## src/rtl/wd279x_pkg.sv

```systemverilog
// -----------------------------------------------------------------------------
// wd279x_pkg
// Shared types and constants for the WD279x front-end command sequencer.
//   cmd_type_t  : command class decoded from the command byte
//   seq_state_t : sequencer FSM states
//   cmd_type()  : decode of a command byte into its class
// -----------------------------------------------------------------------------
package wd279x_pkg;

  typedef enum logic [1:0] {
    TYPE_I   = 2'd0,
    TYPE_II  = 2'd1,
    TYPE_III = 2'd2,
    TYPE_IV  = 2'd3
  } cmd_type_t;

  typedef enum logic [1:0] {
    ST_RESET    = 2'd0,
    ST_IDLE     = 2'd1,
    ST_DISPATCH = 2'd2,
    ST_RUN      = 2'd3
  } seq_state_t;

  localparam logic [7:0] CMD_RESTORE    = 8'h03;
  localparam logic [7:0] CMD_FORCE_NONE = 8'hD0;

  // Bit positions of the Force Interrupt condition field (cmd[3:0]).
  localparam int FI_READY_FALL = 0;  // not-ready -> ready
  localparam int FI_READY_RISE = 1;  // ready -> not-ready
  localparam int FI_INDEX      = 2;  // every index pulse
  localparam int FI_IMMEDIATE  = 3;  // unconditional

  // 0xxx_xxxx Type I, 10xx_xxxx Type II, 1101_xxxx Type IV,
  // remaining 11xx_xxxx codes are Type III.
  function automatic cmd_type_t cmd_type(input logic [7:0] cmd);
    cmd_type_t t;
    if (!cmd[7]) begin
      t = TYPE_I;
    end else if (!cmd[6]) begin
      t = TYPE_II;
    end else if (cmd[5:4] == 2'b01) begin
      t = TYPE_IV;
    end else begin
      t = TYPE_III;
    end
    return t;
  endfunction

endpackage

```

## src/rtl/wd279x_ms_tick.sv

```systemverilog
// -----------------------------------------------------------------------------
// wd279x_ms_tick
// Free-running 1 ms enable generator. The counter runs 0..CLK_HZ/1000-1 and
// msclk pulses for one clock each time it wraps. Nothing but reset restarts it.
//   clk   : system clock
//   MRn   : asynchronous active-low master reset
//   msclk : one-cycle pulse every CLK_HZ/1000 clocks
// -----------------------------------------------------------------------------
module wd279x_ms_tick #(
  parameter int CLK_HZ = 21477270
) (
  input  logic clk,
  input  logic MRn,
  output logic msclk
);

  localparam int DIV_RAW = CLK_HZ / 1000;
  // A divider below 2 would leave the counter with no width; clamp it.
  localparam int DIV     = (DIV_RAW < 2) ? 2 : DIV_RAW;
  localparam int CW      = $clog2(DIV);
  localparam logic [CW-1:0] LAST = CW'(DIV - 1);

  logic [CW-1:0] cnt_q, cnt_d;
  logic          msclk_q, msclk_d;

  always_comb begin
    cnt_d   = cnt_q + CW'(1);
    msclk_d = 1'b0;
    if (cnt_q == LAST) begin
      cnt_d   = '0;
      msclk_d = 1'b1;
    end
  end

  always_ff @(posedge clk or negedge MRn) begin
    if (!MRn) begin
      cnt_q   <= '0;
      msclk_q <= 1'b0;
    end else begin
      cnt_q   <= cnt_d;
      msclk_q <= msclk_d;
    end
  end

  assign msclk = msclk_q;

endmodule

```

## src/rtl/wd279x_command_sequencer.sv

```systemverilog
// -----------------------------------------------------------------------------
// wd279x_command_sequencer
// Front end of the WD279x core: owns the command register, dispatches Type
// I/II/III commands to their executors as single-cycle starts, implements the
// Type IV Force Interrupt (abort pulse + armed interrupt conditions), muxes
// executor status and INTRQ, and generates the shared 1 ms enable.
//
// Ports
//   clk, MRn                 : clock, asynchronous active-low master reset
//   cmd_wr, cmd_data[7:0]    : CPU command register write
//   status_rd                : CPU status register read strobe
//   INDEXn, READYn           : drive index pulse / drive not-ready
//   busy_*, status_*, intrq_*: executor feedback (Type I, II, III)
//   command[7:0]             : latched command register
//   start_I/II/III           : one-cycle command start strobes
//   interrupt                : one-cycle abort pulse to all executors
//   msclk                    : one-cycle pulse every 1 ms
//   status[7:0], INTRQ       : registered selected status / aggregated INTRQ
//   INTRQ_ACK                : status_rd passed through to the executors
//   state_dbg[1:0]           : current sequencer state (seq_state_t encoding)
//
// Handshake: every strobe here (cmd_wr, status_rd, start_*, interrupt, msclk)
// is a single-cycle pulse with no ready/backpressure; the receiver must act on
// it in the cycle it is high. A non-IV write that arrives while a command is
// being dispatched or run is dropped; the CPU is expected to poll BUSY.
// -----------------------------------------------------------------------------
module wd279x_command_sequencer
  import wd279x_pkg::*;
#(
  parameter int CLK_HZ           = 21477270,
  parameter bit RESTORE_ON_RESET = 1'b1
) (
  input  logic       clk,
  input  logic       MRn,
  input  logic       cmd_wr,
  input  logic [7:0] cmd_data,
  input  logic       status_rd,
  input  logic       INDEXn,
  input  logic       READYn,
  input  logic       busy_I,
  input  logic       busy_II,
  input  logic       busy_III,
  input  logic [7:0] status_I,
  input  logic [7:0] status_II,
  input  logic [7:0] status_III,
  input  logic       intrq_I,
  input  logic       intrq_II,
  input  logic       intrq_III,
  output logic [7:0] command,
  output logic       start_I,
  output logic       start_II,
  output logic       start_III,
  output logic       interrupt,
  output logic       msclk,
  output logic [7:0] status,
  output logic       INTRQ,
  output logic       INTRQ_ACK,
  output logic [1:0] state_dbg
);

  // ---------------------------------------------------------------------------
  // State
  // ---------------------------------------------------------------------------
  seq_state_t state_q, state_d;
  cmd_type_t  sel_q, sel_d;
  logic [7:0] command_q, command_d;
  logic [2:0] start_q, start_d;        // {III, II, I}
  logic       interrupt_q, interrupt_d;
  logic [1:0] run_cnt_q, run_cnt_d;    // cycles since start, saturates at 2
  logic [2:0] arm_q, arm_d;            // armed I2..I0 conditions
  logic       force_evt_q, force_evt_d; // latched I0-I2 occurrence
  logic       force_imm_q, force_imm_d; // I3 immediate interrupt
  logic       indexn_q, readyn_q;      // previous-cycle pin values
  logic [7:0] status_q;
  logic       intrq_q;

  // ---------------------------------------------------------------------------
  // Decode and event detection
  // ---------------------------------------------------------------------------
  logic       busy_any;
  cmd_type_t  wr_type;
  logic       wr_force;   // Type IV write taking effect this cycle
  logic       wr_accept;  // Type I/II/III write taking effect this cycle
  logic       index_fall, ready_fall, ready_rise, arm_event;
  logic       force_irq, intrq_sel;
  logic [7:0] status_sel;

  assign busy_any   = busy_I | busy_II | busy_III;
  assign wr_type    = cmd_type(cmd_data);
  assign wr_force   = cmd_wr && (wr_type == TYPE_IV) && (state_q != ST_RESET);
  assign wr_accept  = cmd_wr && (wr_type != TYPE_IV) && (state_q == ST_IDLE);

  assign index_fall = indexn_q & ~INDEXn;
  assign ready_fall = readyn_q & ~READYn;
  assign ready_rise = ~readyn_q & READYn;
  assign arm_event  = (arm_q[FI_READY_FALL] & ready_fall)
                    | (arm_q[FI_READY_RISE] & ready_rise)
                    | (arm_q[FI_INDEX]      & index_fall);

  assign force_irq  = force_evt_q | force_imm_q;

  always_comb begin
    intrq_sel  = 1'b0;
    status_sel = 8'h00;
    case (sel_q)
      TYPE_I:   begin intrq_sel = intrq_I;   status_sel = status_I;   end
      TYPE_II:  begin intrq_sel = intrq_II;  status_sel = status_II;  end
      TYPE_III: begin intrq_sel = intrq_III; status_sel = status_III; end
      default:  begin intrq_sel = 1'b0;      status_sel = 8'h00;      end
    endcase
  end

  // ---------------------------------------------------------------------------
  // Next-state logic
  // ---------------------------------------------------------------------------
  always_comb begin
    state_d     = state_q;
    sel_d       = sel_q;
    command_d   = command_q;
    start_d     = 3'b000;
    interrupt_d = 1'b0;
    run_cnt_d   = (run_cnt_q == 2'd2) ? 2'd2 : run_cnt_q + 2'd1;
    arm_d       = arm_q;
    force_imm_d = force_imm_q;

    // An armed event beats a status read landing in the same cycle.
    force_evt_d = force_evt_q;
    if (arm_event) begin
      force_evt_d = 1'b1;
    end else if (status_rd) begin
      force_evt_d = 1'b0;
    end

    case (state_q)
      ST_RESET: begin
        if (RESTORE_ON_RESET) begin
          command_d = CMD_RESTORE;
          sel_d     = TYPE_I;
          start_d   = 3'b001;
          run_cnt_d = 2'd0;
          state_d   = ST_RUN;
        end else begin
          state_d   = ST_IDLE;
        end
      end
      ST_IDLE: begin
        if (wr_accept) begin
          command_d   = cmd_data;
          sel_d       = wr_type;
          arm_d       = 3'b000;
          force_evt_d = 1'b0;
          force_imm_d = 1'b0;
          state_d     = ST_DISPATCH;
        end
      end
      ST_DISPATCH: begin
        case (sel_q)
          TYPE_I:   start_d = 3'b001;
          TYPE_II:  start_d = 3'b010;
          TYPE_III: start_d = 3'b100;
          default:  start_d = 3'b000;
        endcase
        run_cnt_d = 2'd0;
        state_d   = ST_RUN;
      end
      ST_RUN: begin
        // The two-cycle hold-off hides the executor's busy rise latency.
        if ((run_cnt_q == 2'd2) && !busy_any) begin
          state_d = ST_IDLE;
        end
      end
      default: state_d = ST_IDLE;
    endcase

    // Force Interrupt overrides whatever the FSM was doing, including a start
    // that would have issued this cycle. The new arm set replaces the old one
    // and any event seen this cycle is discarded.
    if (wr_force) begin
      command_d   = cmd_data;
      interrupt_d = busy_any || (state_q == ST_RUN) || (state_q == ST_DISPATCH);
      start_d     = 3'b000;
      state_d     = ST_IDLE;
      if (!busy_any) begin
        sel_d = TYPE_I;
      end
      arm_d       = cmd_data[FI_INDEX:FI_READY_FALL];
      force_evt_d = 1'b0;
      force_imm_d = cmd_data[FI_IMMEDIATE];
    end
  end

  // ---------------------------------------------------------------------------
  // Registers
  // ---------------------------------------------------------------------------
  always_ff @(posedge clk or negedge MRn) begin
    if (!MRn) begin
      state_q     <= ST_RESET;
      sel_q       <= TYPE_I;
      command_q   <= 8'h00;
      start_q     <= 3'b000;
      interrupt_q <= 1'b0;
      run_cnt_q   <= 2'd0;
      arm_q       <= 3'b000;
      force_evt_q <= 1'b0;
      force_imm_q <= 1'b0;
      indexn_q    <= 1'b1;
      readyn_q    <= 1'b1;
      status_q    <= 8'h00;
      intrq_q     <= 1'b0;
    end else begin
      state_q     <= state_d;
      sel_q       <= sel_d;
      command_q   <= command_d;
      start_q     <= start_d;
      interrupt_q <= interrupt_d;
      run_cnt_q   <= run_cnt_d;
      arm_q       <= arm_d;
      force_evt_q <= force_evt_d;
      force_imm_q <= force_imm_d;
      indexn_q    <= INDEXn;
      readyn_q    <= READYn;
      status_q    <= status_sel;
      intrq_q     <= force_irq | intrq_sel;
    end
  end

  wd279x_ms_tick #(.CLK_HZ(CLK_HZ)) u_ms_tick (
    .clk   (clk),
    .MRn   (MRn),
    .msclk (msclk)
  );

  assign command   = command_q;
  assign start_I   = start_q[0];
  assign start_II  = start_q[1];
  assign start_III = start_q[2];
  assign interrupt = interrupt_q;
  assign status    = status_q;
  assign INTRQ     = intrq_q;
  assign INTRQ_ACK = status_rd;
  assign state_dbg = state_q;

endmodule

```

## config.mk

```make
export PLATFORM = sky130hd
export DESIGN_NAME = wd279x_command_sequencer
export DESIGN_NICKNAME = d
export VERILOG_FILES = /design/src/rtl/wd279x_pkg.sv /design/src/rtl/wd279x_ms_tick.sv /design/src/rtl/wd279x_command_sequencer.sv
export SDC_FILE = /design/constraint.sdc
export NUM_CORES = 1
export LEC_CHECK = 0
export ABC_AREA = 1
export CELL_PAD_IN_SITES_DETAIL_PLACEMENT = 1
export CELL_PAD_IN_SITES_GLOBAL_PLACEMENT = 1
export CORE_MARGIN = 1.5
export CORE_UTILIZATION = 34
export CTS_CLUSTER_DIAMETER = 40
export DETAILED_ROUTE_END_ITERATION = 7
export PLACE_DENSITY = 0.85
export SYNTH_ARGS = -nofsm -noshare
export SYNTH_HDL_FRONTEND = slang
export SYNTH_HIERARCHICAL = 1
export SYNTH_SLANG_ARGS = --single-unit
```

## constraint.sdc

```tcl
create_clock -name clk -period 1.4 [get_ports clk]
set_input_delay 0.42 -clock clk [delete_from_list [all_inputs] [get_ports clk]]
set_output_delay 0.42 -clock clk [all_outputs]
set_load 0.1 [all_outputs]
```

Word level (Yosys, flattened, before mapping). Index checks and enable logic that the tools add are counted.

Bits in registers: 50. Latch bits: 0. Memory bits (writable): 0. ROM bits: 0. Input bits: 44. Output and inout bits: 25. Word-level logic and storage cells: 97. Memories: 0.

$add $sub $neg: 2. $mul: 0. Divide/modulo/power cells: 0. Order comparisons: 0. Eq/ne operators: 12. Shifts and indexed selects: 0. Mux-type cells: 35. Bitwise operators: 15. Reduce and logical (&&, ||, !) cells: 18.

Operators with widths (number): $pmux 8 s3 (1); $mux 2 (10); $mux 8 (2); $pmux 8 s2 (1); $add 15x1->15 const B (1); $eq 15x15->1 const B (1); $mux 15 (1); $mux 3 (4); $mux 1 (11); $eq 2x2->1 const B (5); $pmux 3 s3 (1); $and 1x1->1 (6); $eq 2x1->1 const B (3); $ne 3x3->1 const B (2); $or 1x1->1 (6); $pmux 2 s3 (1); $pmux 3 s2 (1); $reduce_and 2->1 (3); $reduce_bool 2->1 (3); $logic_and 1x1->1 (5); $logic_not 2->1 (2); $pmux 2 s2 (1); $not 1->1 (3); $pmux 1 s3 (1); 6 further kinds (7).

Logic depth before layout (Yosys ltp). Gate-level depths: netlist (run 1).

Depth in word-level cells: 11. Gate-level depth with buffers: 9. Depth with buffers taken out: 9.

Cells and area by module. Netlist (run 1), hierarchy kept.

Modules (own cells, without submodules): wd279x_command_sequencer (times used 1, cells each 188, area an instance 1547.7 µm², sequential area each 853.3 µm²); wd279x_ms_tick (times used 1, cells each 126, area an instance 904.6 µm², sequential area each 400.4 µm²).

Worst setup path before layout (run 1). No wires, ideal clock.

Kind: reg2reg. Start point: reg state_q[1], in the netlist state_dbg[1]. End point: reg command_q[1], in the netlist command[1]. Arrival time: 1.806 ns. Setup slack: -0.518 ns. Stages on the path, launching flop included: 10. Path buffers: 2. Period minus slack after synthesis: 1.918 ns. Cell sequence: dfrtp_1 -> buf_4 -> nor2_2 -> inv_1 -> nand3_2 -> nand2_2 -> buf_6 -> nand2_2 -> nand2_1 -> inv_2.

Word-level cells in the longest chain between the ends: 4. Elaborated cells on any way between the ends: 10.

Ends and longest elaborated chain: start, declared (line wd279x_command_sequencer.sv:64) `seq_state_t state_q, state_d;`; start signal, assigned (line wd279x_command_sequencer.sv:211) `state_q <= state_d;`; $eq 2x1->1 / $reduce_bool 2->1 (equally long branches) (line wd279x_command_sequencer.sv:91, wd279x_command_sequencer.sv:134, wd279x_command_sequencer.sv:90); $logic_and 1x1->1, on equally long branches (line wd279x_command_sequencer.sv:91, wd279x_command_sequencer.sv:90); $ne 3x3->1 (no source line) / $reduce_bool 3->1 (equally long branches); $reduce_and 2->1 (no source line); end signal, assigned (line wd279x_command_sequencer.sv:213) `command_q <= command_d;`; end, declared (line wd279x_command_sequencer.sv:66) `logic [7:0] command_q, command_d;`.

Parallel ways exist; a longest one is shown, timed or not. A chain may end at the register's enable or synchronous reset.

Worst setup path after layout (run 1).
Start point: reg state_q[1], in the netlist state_dbg[1]. End point: out state_dbg[1].

RTL lines: end, declared (line wd279x_command_sequencer.sv:58) `output logic [1:0] state_dbg`.

No word-level cell between the ends.

==> results of run 1 <==
## cells in the mapped netlist (3+ instances only)
master | n | share of area
nand2_1 | 109 | 0.17
dfrtp_1 | 48 | 0.49
inv_1 | 44 | 0.067
nor2_1 | 39 | 0.060
nand3_1 | 18 | 0.037
nand4_1 | 8 | 0.020
nor3_1 | 8 | 0.016
ha_1 | 4 | 0.020
nand2_2 | 4 | 0.010
o21ai_0 | 4 | 0.0082
inv_2 | 3 | 0.0046
nand3_2 | 3 | 0.012
xor2_1 | 3 | 0.011
## metal layers
metal	part of all wire	routed length, um
met1	0.39	3200
met2	0.57	4650
met3	0.029	234
met4	0.013	103
met5	0	0
## registers in the layout, summed over array words and instances (netlist names)
name / flops
u_ms_tick/cnt_q: 15
command: 8
start_q: 3
force_evt_q: 1
sel_q: 2
interrupt: 1
indexn_q: 1
force_imm_q: 1
state_dbg: 2
u_ms_tick/msclk: 1
status: 8
INTRQ: 1
run_cnt_q: 2
readyn_q: 1
arm_q: 3
## per-stage QoR
stage                     utilization  setup WS (ns)  cells
after floorplan                     -        -0.0372    314
after global placement          0.529         -0.364    492
after detailed placement        0.529         -0.424    492
after CTS                       0.550        -0.0650    504
after global routing            0.561        -0.0769    506
final                           0.561        -0.0593    506
## final cells by class
class | count | area (um2)
Fill cell | 808 | 3010
Sequential cell | 50 | 1260
Timing Repair Buffer | 91 | 1110
Multi-Input combinational cell | 213 | 1090
Inverter | 48 | 183
Tap cell | 96 | 120
Clock buffer | 7 | 86.3
Clock inverter | 1 | 5.00
## worst paths after layout
| check | end | cells after the start |
|---|---|---|
| min reg2reg | INTRQ$_DFF_PN0_ | 2 |
| max in group asynchronous | indexn_q$_DFF_PN1_ | 2 |
| min | u_ms_tick/cnt_q[5]$_DFF_PN0_ | 2 |
| max reg2reg | arm_q[0]$_DFFE_PN0P_ | 7 |
| min in group clk | command[4]$_DFFE_PN0P_ | 3 |
| max | state_dbg[1] | 1 |
## power by group through the flow
stage	clock network, mW	logic (mW)	registers, mW
finish	0.903	4.70	2.20
global route	0.963	4.88	2.24
CTS	0.908	4.64	2.21
detailed placement	0	4.50	2.25
global placement	0	4.38	2.24
floorplan	0	0.796	4.05
## logic make-up (layout without fill, tap and decap cells)
| group | count (synthesis) | after routing | synth area share |
|---|---|---|---|
| adders and majority gates | 4 | 4 | 0.0204 |
| DFF | 50 | 50 | 0.511 |
| AOI/OAI and AO/OA | 8 | 8 | 0.0163 |
| buffers and inverters | 51 | 147 | 0.0842 |
| and+or+nand+nor | 196 | 196 | 0.350 |
| xor gates and xnor gates | 5 | 5 | 0.0179 |
## timing repair
item                                    in CTS  in global routing
pin swaps                                    2                  5
resized for setup                           13                 20
hold endpoints to repair                     0                  0
setup buffers                                4                  2
endpoints found under the setup margin      17                 26
==> flow_summary.yaml, run 1 <==
critical_path:
  start_kind: "register"
  rr_startpoint: "state_dbg[0]$_DFFE_PN0P_"
  crit_family: "flip-flops"
  cp_cell_sequence: "buf_12"
  critPathMaxStageDelay_ns: 0.54
  crit_path_start: "state_dbg[1]$_DFFE_PN0P_"
  critPathCaptureType: "output port"
  critPathMaxFanout: 4
  r2r_slack_ns: 0.02
  cp.arrival_ns: 1.04
  cp_slowest_cell: "dfrtp_4"
  required_ns: 0.98
  crit_type: "register to output port"
  cp.buffers_inverters: 1
power_and_ir_drop:
  power-per-cell-area_nw_per_um2: 2020
  switching_power_mw: 3.96
  internal_power_mw: 3.84
  power_mw: 7.80
  p_seq_frac: 0.282
  power.leakage_nw: 1.91
  max-vdd-ir-drop_mv: 1.83
  clkPwrFrac: 0.116
  comb_power_share: 0.602
  netSwitchingFraction: 0.507
floorplanning:
  ios: 69
  die_x_um: 87.9
  core_um2: 6870
  fp.dieH_um: 87.9
  start_util: 0.357
  rows: 30
  die-area_um2: 7730
yosys:
  syn_nets: 362
  syn_area_um2: 2450
  ys_async_sr_fraction: 1.00
  ys_seq_area_frac: 0.511
  ys_types: 25
  synthCells: 314
  avgSynthCellArea_um2: 7.81
  synth_ff_type: "dfrtp_1"
  synth_seq_cells: 50
  synth_edf_count: 0
  yosys_warnings: 6
run_status:
  violations: "negative setup slack"
  status: "finished, violations left"
timing:
  fmax_mhz: 685
  min_period_over_period: 1.04
  min_period_ns: 1.46
  finalWorstSetupSlack_ns: -0.0593
  fin_tns_setup_ns: -0.149
  worstMarginPinSlew_ns: 0.350
  setup_viol_count_final: 3
  max_slew_margin: 0.765
  hold_slack_ns: 0.0703
  hold_violations: 0
  rsz0062_at_grt: "true"
  drv_slew: 0
  clock_skew_ns: 0.0134
grt:
  grt_pass1_wl_mm: 12.9
  first_global_vias: 2576
  use_met3: 0.0349
  antenna_found_initial: 0
  grt_max_degree: 51
  met1_usage: 0.265
  overflow: 0
  globalRouteMet2Util: 0.406
  grtUsageTotal: 0.219
  top_usage_layer: "met2"
clock_tree:
  clkSinkCount: 50
  h-tree-depth: 2
  cts_buffer_depth: 2
  cts_tree: "yes"
  clkTransAtPathRegs_ns: 0.10
  postCtsHoldBufs: 0
  root_buffer: "clkbuf_8"
  cts_buffers: 5
  clkLatencyLatePin_ns: 0.31
drt:
  drt.antenna.violating_nets: 0
  via_count: 2428
  first_iter_violations: 106
  routedWlPerCell_um: 16.2
  via_per_inst: 4.80
  drc_errors: 0
  first_pass_iters: 4
  routed_wl_mm: 8.18
place:
  gp_routability_congestion: 0.799
  placed_area_um2: 3630
  hpwlAfterDp_mm: 5.98
  port_buffers: 68
hold_path:
  hp-class: "primary input to async pin"
cells_and_area:
  fin_nets: 457
  fin_area_um2: 3860
  areaGrowthSynthToFinish_pct: 57.2
  final_common_cell: "nand2_1"
  drive_gt1_frac: 0.227
  antenna_cells: 0
  final_cell_mix: "104 x nand2_1, 45 x dfrtp_1, 41 x inv_1"
run:
  drv_cap: 0
No activity file was read; power rests on OpenSTA's default activity.
==> run 2: changes to the inputs <==
--- a/config.mk
+++ b/config.mk
@@ -9,10 +9,11 @@
 export CELL_PAD_IN_SITES_DETAIL_PLACEMENT = 1
 export CELL_PAD_IN_SITES_GLOBAL_PLACEMENT = 1
 export CORE_MARGIN = 1.5
-export CORE_UTILIZATION = 34
+export CORE_UTILIZATION = 37
 export CTS_CLUSTER_DIAMETER = 40
 export DETAILED_ROUTE_END_ITERATION = 7
-export PLACE_DENSITY = 0.85
+export GPL_TIMING_DRIVEN = 0
+export PLACE_DENSITY = 0.91
 export SYNTH_ARGS = -nofsm -noshare
 export SYNTH_HDL_FRONTEND = slang
 export SYNTH_HIERARCHICAL = 1
==> constraint.sdc (replaced) <==
create_clock -name clk -period 1.8 [get_ports clk]
set_input_delay 0.54 -clock clk [delete_from_list [all_inputs] [get_ports clk]]
set_output_delay 0.54 -clock clk [all_outputs]
set_load 0.1 [all_outputs]
==> run 2 against run 1 <==
  * The run now ends clean
  * Core utilization decreased by 3.0 points
  * First-iteration DRC count unchanged
  * Critical path depth unchanged
  * Sequential power decreased by 30%
  * Clock skew decreased by 0.0045 ns
  * Sequential share of layout area increased by 4.3 points
  * Combinational power decreased by 38%
  * Clock power decreased by 12%
  * Critical path type unchanged
  * Largest cell class unchanged
  * Largest power group unchanged
==> flow_summary.yaml, run 2 (synthesis gave the netlist of run 1 again) <==
floorplanning:
  die_x_um: 84.4
  rows: 29
  die-area_um2: 7130
  start_util: 0.384
  fp.dieH_um: 84.4
  ios: 69
  core_um2: 6390
cells_and_area:
  largest_reg_flops: 15
  regMostFlops: "u_ms_tick/cnt_q"
  drive_gt1_frac: 0.148
  antenna_cells: 0
  fin_nets: 438
  areaGrowthSynthToFinish_pct: 38.4
  final_common_cell: "nand2_1"
  utilization: 0.532
  final_cell_mix: "109 x nand2_1, 46 x dfrtp_1, 44 x inv_1"
  layout.cells.non_filler: 468
  fin_area_um2: 3390
drt:
  drt.antenna.violating_nets: 0
  via_count: 2267
  first_iter_violations: 106
  routedWlPerCell_um: 14.7
  first_pass_iters: 4
  routed_wl_mm: 6.86
  drc_errors: 0
  via_per_inst: 4.84
timing:
  hold_slack_ns: 0.119
  drv_slew: 0
  min_period_ns: 1.78
  max_slew_margin: 0.530
  setup_viol_count_final: 0
  hold_violations: 0
  fmax_mhz: 562
  fin_tns_setup_ns: 0
  clock_skew_ns: 0.00888
  min_period_over_period: 0.989
  worstMarginPinSlew_ns: 0.703
  finalWorstSetupSlack_ns: 0.0203
power_and_ir_drop:
  power-per-cell-area_nw_per_um2: 1550
  max-vdd-ir-drop_mv: 1.44
  power_mw: 5.26
  power.leakage_nw: 1.69
hold_path:
  hp-class: "primary input to async pin"
critical_path:
  cp_slowest_cell: "clkdlybuf4s15_2"
  cp.arrival_ns: 1.24
  crit_type: "register to output port"
  cp_cell_sequence: "clkdlybuf4s15_2"
  required_ns: 1.26
  critPathMaxStageDelay_ns: 0.56
  critPathMaxFanout: 2
  crit_family: "buffers and inverters"
  cp.buffers_inverters: 1
  critPathCaptureType: "output port"
  start_kind: "register"
place:
  dp_cells: 460
  gp_routability_congestion: 0.786
  placed_area_um2: 3250
  dpl_worst_slack_ns: -0.997
  hpwlAfterDp_mm: 5.27
  port_buffers: 68
run_status:
  status: "finished, final reports clean"
grt:
  overflow: 0
  grt_pass1_wl_mm: 11.5
  grtUsageTotal: 0.201
  antenna_found_initial: 0
  first_global_vias: 2533
  grt_max_degree: 38
clock_tree:
  h-tree-depth: 2
  clkLatencyLatePin_ns: 0.31
  cts_tree: "yes"
  clkSinkCount: 50
  clkTransAtPathRegs_ns: 0.10
  cts_buffers: 5
  cts_buffer_depth: 2
  root_buffer: "clkbuf_8"
run:
  drv_cap: 0
-- run 2: cell types whose count changed in the layout (fill, tap and decap cells not counted), moves of 3 or more --
cell	before	now
nor2_1	34	39
clkdlybuf4s18_2	0	3
nand2_1	104	109
dlygate4sd2_1	4	1
clkdlybuf4s15_2	0	20
buf_12	26	2
inv_1	41	44
nor2_2	4	1
clkdlybuf4s50_1	37	41
buf_4	21	2
-- run 2: final timing paths --
kind	startpoint	endpoint	slack, ns	cells after the start
min	MRn	u_ms_tick/cnt_q[11]$_DFF_PN0_	0.12	1
min reg2reg	command[5]$_DFFE_PN0P_	command[5]$_DFFE_PN0P_	0.50	2
max	command[4]$_DFFE_PN0P_	command[4]	0.02	1
max reg2reg	u_ms_tick/cnt_q[0]$_DFF_PN0_	u_ms_tick/cnt_q[14]$_DFF_PN0_	0.29	6
min in group clk	command[5]$_DFFE_PN0P_	command[5]$_DFFE_PN0P_	0.50	2
max in group asynchronous	MRn	indexn_q$_DFF_PN1_	1.11	2
-- run 2: routing by layer --
layer,wire (um),GRT usage
met1,2760,0.227
met2,3740,0.383
met3,198,0.0305
met4,150,0.0704
met5,0,0
-- run 2: timing repair --
action / CTS / global route
pin swaps: 0 / 0
resized for setup: 84 / 5
hold endpoints to repair: 0 / 0
setup endpoints to repair: 25 / 11
setup buffers: 0 / 0
hold buffers: 0 / 0
-- run 2: power by group --
part           leakage [nW]  switching [mW]  internal, mW
Combinational         0.998            2.28         0.636
Clock                0.0579           0.385         0.410
Sequential            0.629           0.142          1.41
Total                  1.69            2.81          2.45
-- run 2: area by class of cell --
class                           instances  area, um2
Buffer                                  3       26.3
Clock buffer                            5       68.8
Clock inverter                          3       40.0
Fill cell                             790       2990
Inverter                               48        180
Multi-Input combinational cell        213       1000
Sequential cell                        50       1260
Tap cell                               77       96.3
Timing Repair Buffer                   69        724
==> run 3: changes to the inputs <==
--- a/config.mk
+++ b/config.mk
@@ -5,12 +5,10 @@
 export SDC_FILE = /design/constraint.sdc
 export NUM_CORES = 1
 export LEC_CHECK = 0
-export ABC_AREA = 1
 export CELL_PAD_IN_SITES_DETAIL_PLACEMENT = 1
 export CELL_PAD_IN_SITES_GLOBAL_PLACEMENT = 1
 export CORE_MARGIN = 1.5
-export CORE_UTILIZATION = 37
-export CTS_CLUSTER_DIAMETER = 40
+export CORE_UTILIZATION = 39
 export DETAILED_ROUTE_END_ITERATION = 7
 export GPL_TIMING_DRIVEN = 0
 export PLACE_DENSITY = 0.91
==> run 3 against run 2 <==
  * Critical path depth is the same
  * Sequential power is essentially flat
  * Clock power shrank 13%
  * Cell count shrank 15%
  * Core utilization grew 3.1 points
  * Die area shrank 4.1%
  * Wire length grew 9.3%
  * Register-to-register slack lost 0.03 ns
  * Flip-flop and latch count is the same
  * Clock skew shrank 0.0045 ns
  * Hold slack gained 0.023 ns
  * Sequential share of layout area is essentially flat
  * Largest cell class unchanged
  * Largest power group unchanged
==> flow_summary.yaml, run 3 <==
timing:
  setup_viol_count_final: 0
  min_period_ns: 1.77
  worstMarginPinSlew_ns: 0.567
  hold_violations: 0
  fmax_mhz: 565
  rsz0062_at_grt: "false"
  hold_slack_ns: 0.142
  max_slew_margin: 0.624
  min_period_over_period: 0.984
  clock_skew_ns: 0.00437
  drv_slew: 0
critical_path:
  crit_type: "register to output port"
  start_kind: "register"
  r2r_end: "u_ms_tick/cnt_q[12]$_DFF_PN0_"
  rr_startpoint: "u_ms_tick/cnt_q[0]$_DFF_PN0_"
  cp_slowest_cell: "clkdlybuf4s15_2"
  critPathMaxStageDelay_ns: 0.57
  cp.arrival_ns: 1.23
  r2r_slack_ns: 0.26
  rr_worst_depth: 7
  worst-path-stages: 1
  critPathMaxFanout: 1
  cp_cell_sequence: "clkdlybuf4s15_2"
  critPathCaptureType: "output port"
  required_ns: 1.26
  cp.buffers_inverters: 1
  crit_family: "buffers and inverters"
yosys:
  yosys-top-cells-area: "dfrtp_1 49%, mux2i_1 4.0%, nand2_1 3.5%"
  synth_ff_type: "dfrtp_1"
  syn_nets: 291
  yosys.area.top_type_share: 0.485
  synth_top_family_by_area: "simple AND/OR/NAND/NOR gates"
  synth_compound_area_frac: 0.134
  yosys.area.top_type: "dfrtp_1"
  ys_types: 50
  muxShareOfSynthArea: 0.0404
  ys_async_sr_fraction: 1.00
  ys_seq_area_frac: 0.507
  syn_area_um2: 2470
  yosysMostFrequentCell: "dfrtp_1"
  synth_fa_ha_area_frac: 0.0202
  yosys.area_share.simple: 0.206
  ys_top_cells_by_count: "48 x dfrtp_1, 23 x nand2_1, 17 x nor2_1, 14 x o21ai_1, 13 x nand3_1"
  synth_edf_count: 0
  synthXorXnorAreaFrac: 0.0425
  yosys_warnings: 6
  synthCells: 243
  avgSynthCellArea_um2: 10.2
  synth_seq_cells: 50
drt:
  drt.antenna.violating_nets: 0
  first_pass_iters: 4
  routed_wl_mm: 7.49
  via_count: 2231
  via_per_inst: 5.63
  drc_errors: 0
  routedWlPerCell_um: 18.9
  first_iter_violations: 120
grt:
  top_usage_layer: "met2"
  grt_max_degree: 36
  antenna_found_initial: 0
  overflow: 0
  grtUsageTotal: 0.239
  met1_usage: 0.258
  grt_pass1_wl_mm: 12.1
  first_global_vias: 2460
  use_met3: 0.0451
  globalRouteMet2Util: 0.464
floorplanning:
  die-area_um2: 6830
  core_um2: 6030
  start_util: 0.411
  rows: 28
  ios: 69
  die_x_um: 82.7
  fp.dieH_um: 82.7
hold_path:
  hp-class: "primary input to async pin"
cells_and_area:
  fin_area_um2: 3390
  fin_nets: 368
  areaGrowthSynthToFinish_pct: 37.1
  final_common_cell: "dfrtp_1"
  drive_gt1_frac: 0.181
  final_cell_mix: "48 x dfrtp_1, 40 x clkdlybuf4s50_1, 23 x nand2_1"
  regMostFlops: "u_ms_tick/cnt_q"
  largest_reg_flops: 15
  antenna_cells: 0
power_and_ir_drop:
  power.leakage_nw: 1.47
  max-vdd-ir-drop_mv: 1.19
  power-per-cell-area_nw_per_um2: 1450
place:
  hpwlAfterDp_mm: 5.53
  port_buffers: 68
  gp_routability_congestion: 0.840
  placed_area_um2: 3260
run:
  drv_cap: 0
clock_tree:
  h-tree-depth: 2
  clkSinkCount: 50
  cts_buffers: 5
  cts_buffer_depth: 2
  root_buffer: "clkbuf_8"
  clkTransAtPathRegs_ns: 0.09
  cts_tree: "yes"
  clkLatencyLatePin_ns: 0.30
run_status:
  status: "finished, final reports clean"
## run 3: changes by cell type in the layout (fill, tap and decap cells not counted), moves of 5 or more
cell     before  now
nor2b_1       0    5
o21ai_1       2   14
buf_2         2   11
xnor2_1       2    7
inv_1        44   11
and2_1        0    5
nor2_1       39   17
nand2_1     109   23
mux2i_1       0   10
## run 3: per-stage QoR
step	setup TNS [ns]	utilization	cells	power [mW]	setup WS, ns
global route	0	0.563	396	5.14	0.00229
detailed placement	-10.50	0.542	387	4.32	-1.02
CTS	0	0.561	395	4.96	0.00296
finish	0	0.563	396	4.93	0.0290
global placement	-70.14	0.539	386	4.22	-1.23
floorplan	0	-	243	3.55	0.00505
## run 3: cells by family (layout without fill, tap and decap cells)
group / Yosys count / count (layout)
AO/OA/AOI/OAI: 47 / 47
XOR/XNOR: 12 / 12
adder cells (fa/ha/maj): 4 / 4
buffers and inverters: 26 / 104
flip-flops: 50 / 50
multiplexers: 10 / 10
AND/OR/NAND/NOR: 94 / 94
## run 3: layout make-up
class / instances / area [um2]
tap: 75 / 93.8
clock buffer: 8 / 90.1
timing repair buffer: 70 / 726
sequential: 50 / 1250
inverter: 12 / 45.0
buffer: 14 / 85.1
fill: 697 / 2630
multi-input combinational: 167 / 1100
## run 3: worst max path at each step
stage	from	to
floorplan	state_dbg[1]$_DFFE_PN0P_	command[5]$_DFFE_PN0P_
CTS	cmd_data[7]	sel_q[0]$_DFF_PN0_
detailed placement	status_rd	INTRQ_ACK
global placement	MRn	command[0]$_DFFE_PN0P_
global route	command[0]$_DFFE_PN0P_	command[0]
finish	status[6]$_DFF_PN0_	status[6]
## run 3: report_power, final
| group | total, mW | internal, mW | switching, mW |
|---|---|---|---|
| clock | 0.688 | 0.315 | 0.373 |
| sequential | 1.56 | 1.39 | 0.166 |
| combinational | 2.68 | 0.692 | 1.99 |
| total | 4.93 | 2.40 | 2.53 |
## run 3: repair_timing
action / 4_1_cts / 5_1_grt
hold endpoints to repair: 0 / 0
pin swaps: 0 / 1
resized for setup: 88 / 8
hold buffers: 0 / 0
buffers inserted: 0 / 1
endpoints found under the setup margin: 27 / 9
## run 3: layer usage
layer / share of wire / vias up / routed length, um
met5: 0 / - / 0
met3: 0.040 / 17 / 298
li1: - / 1014 / -
met4: 0.019 / 0 / 142
met2: 0.55 / 71 / 4150
met1: 0.39 / 1129 / 2900
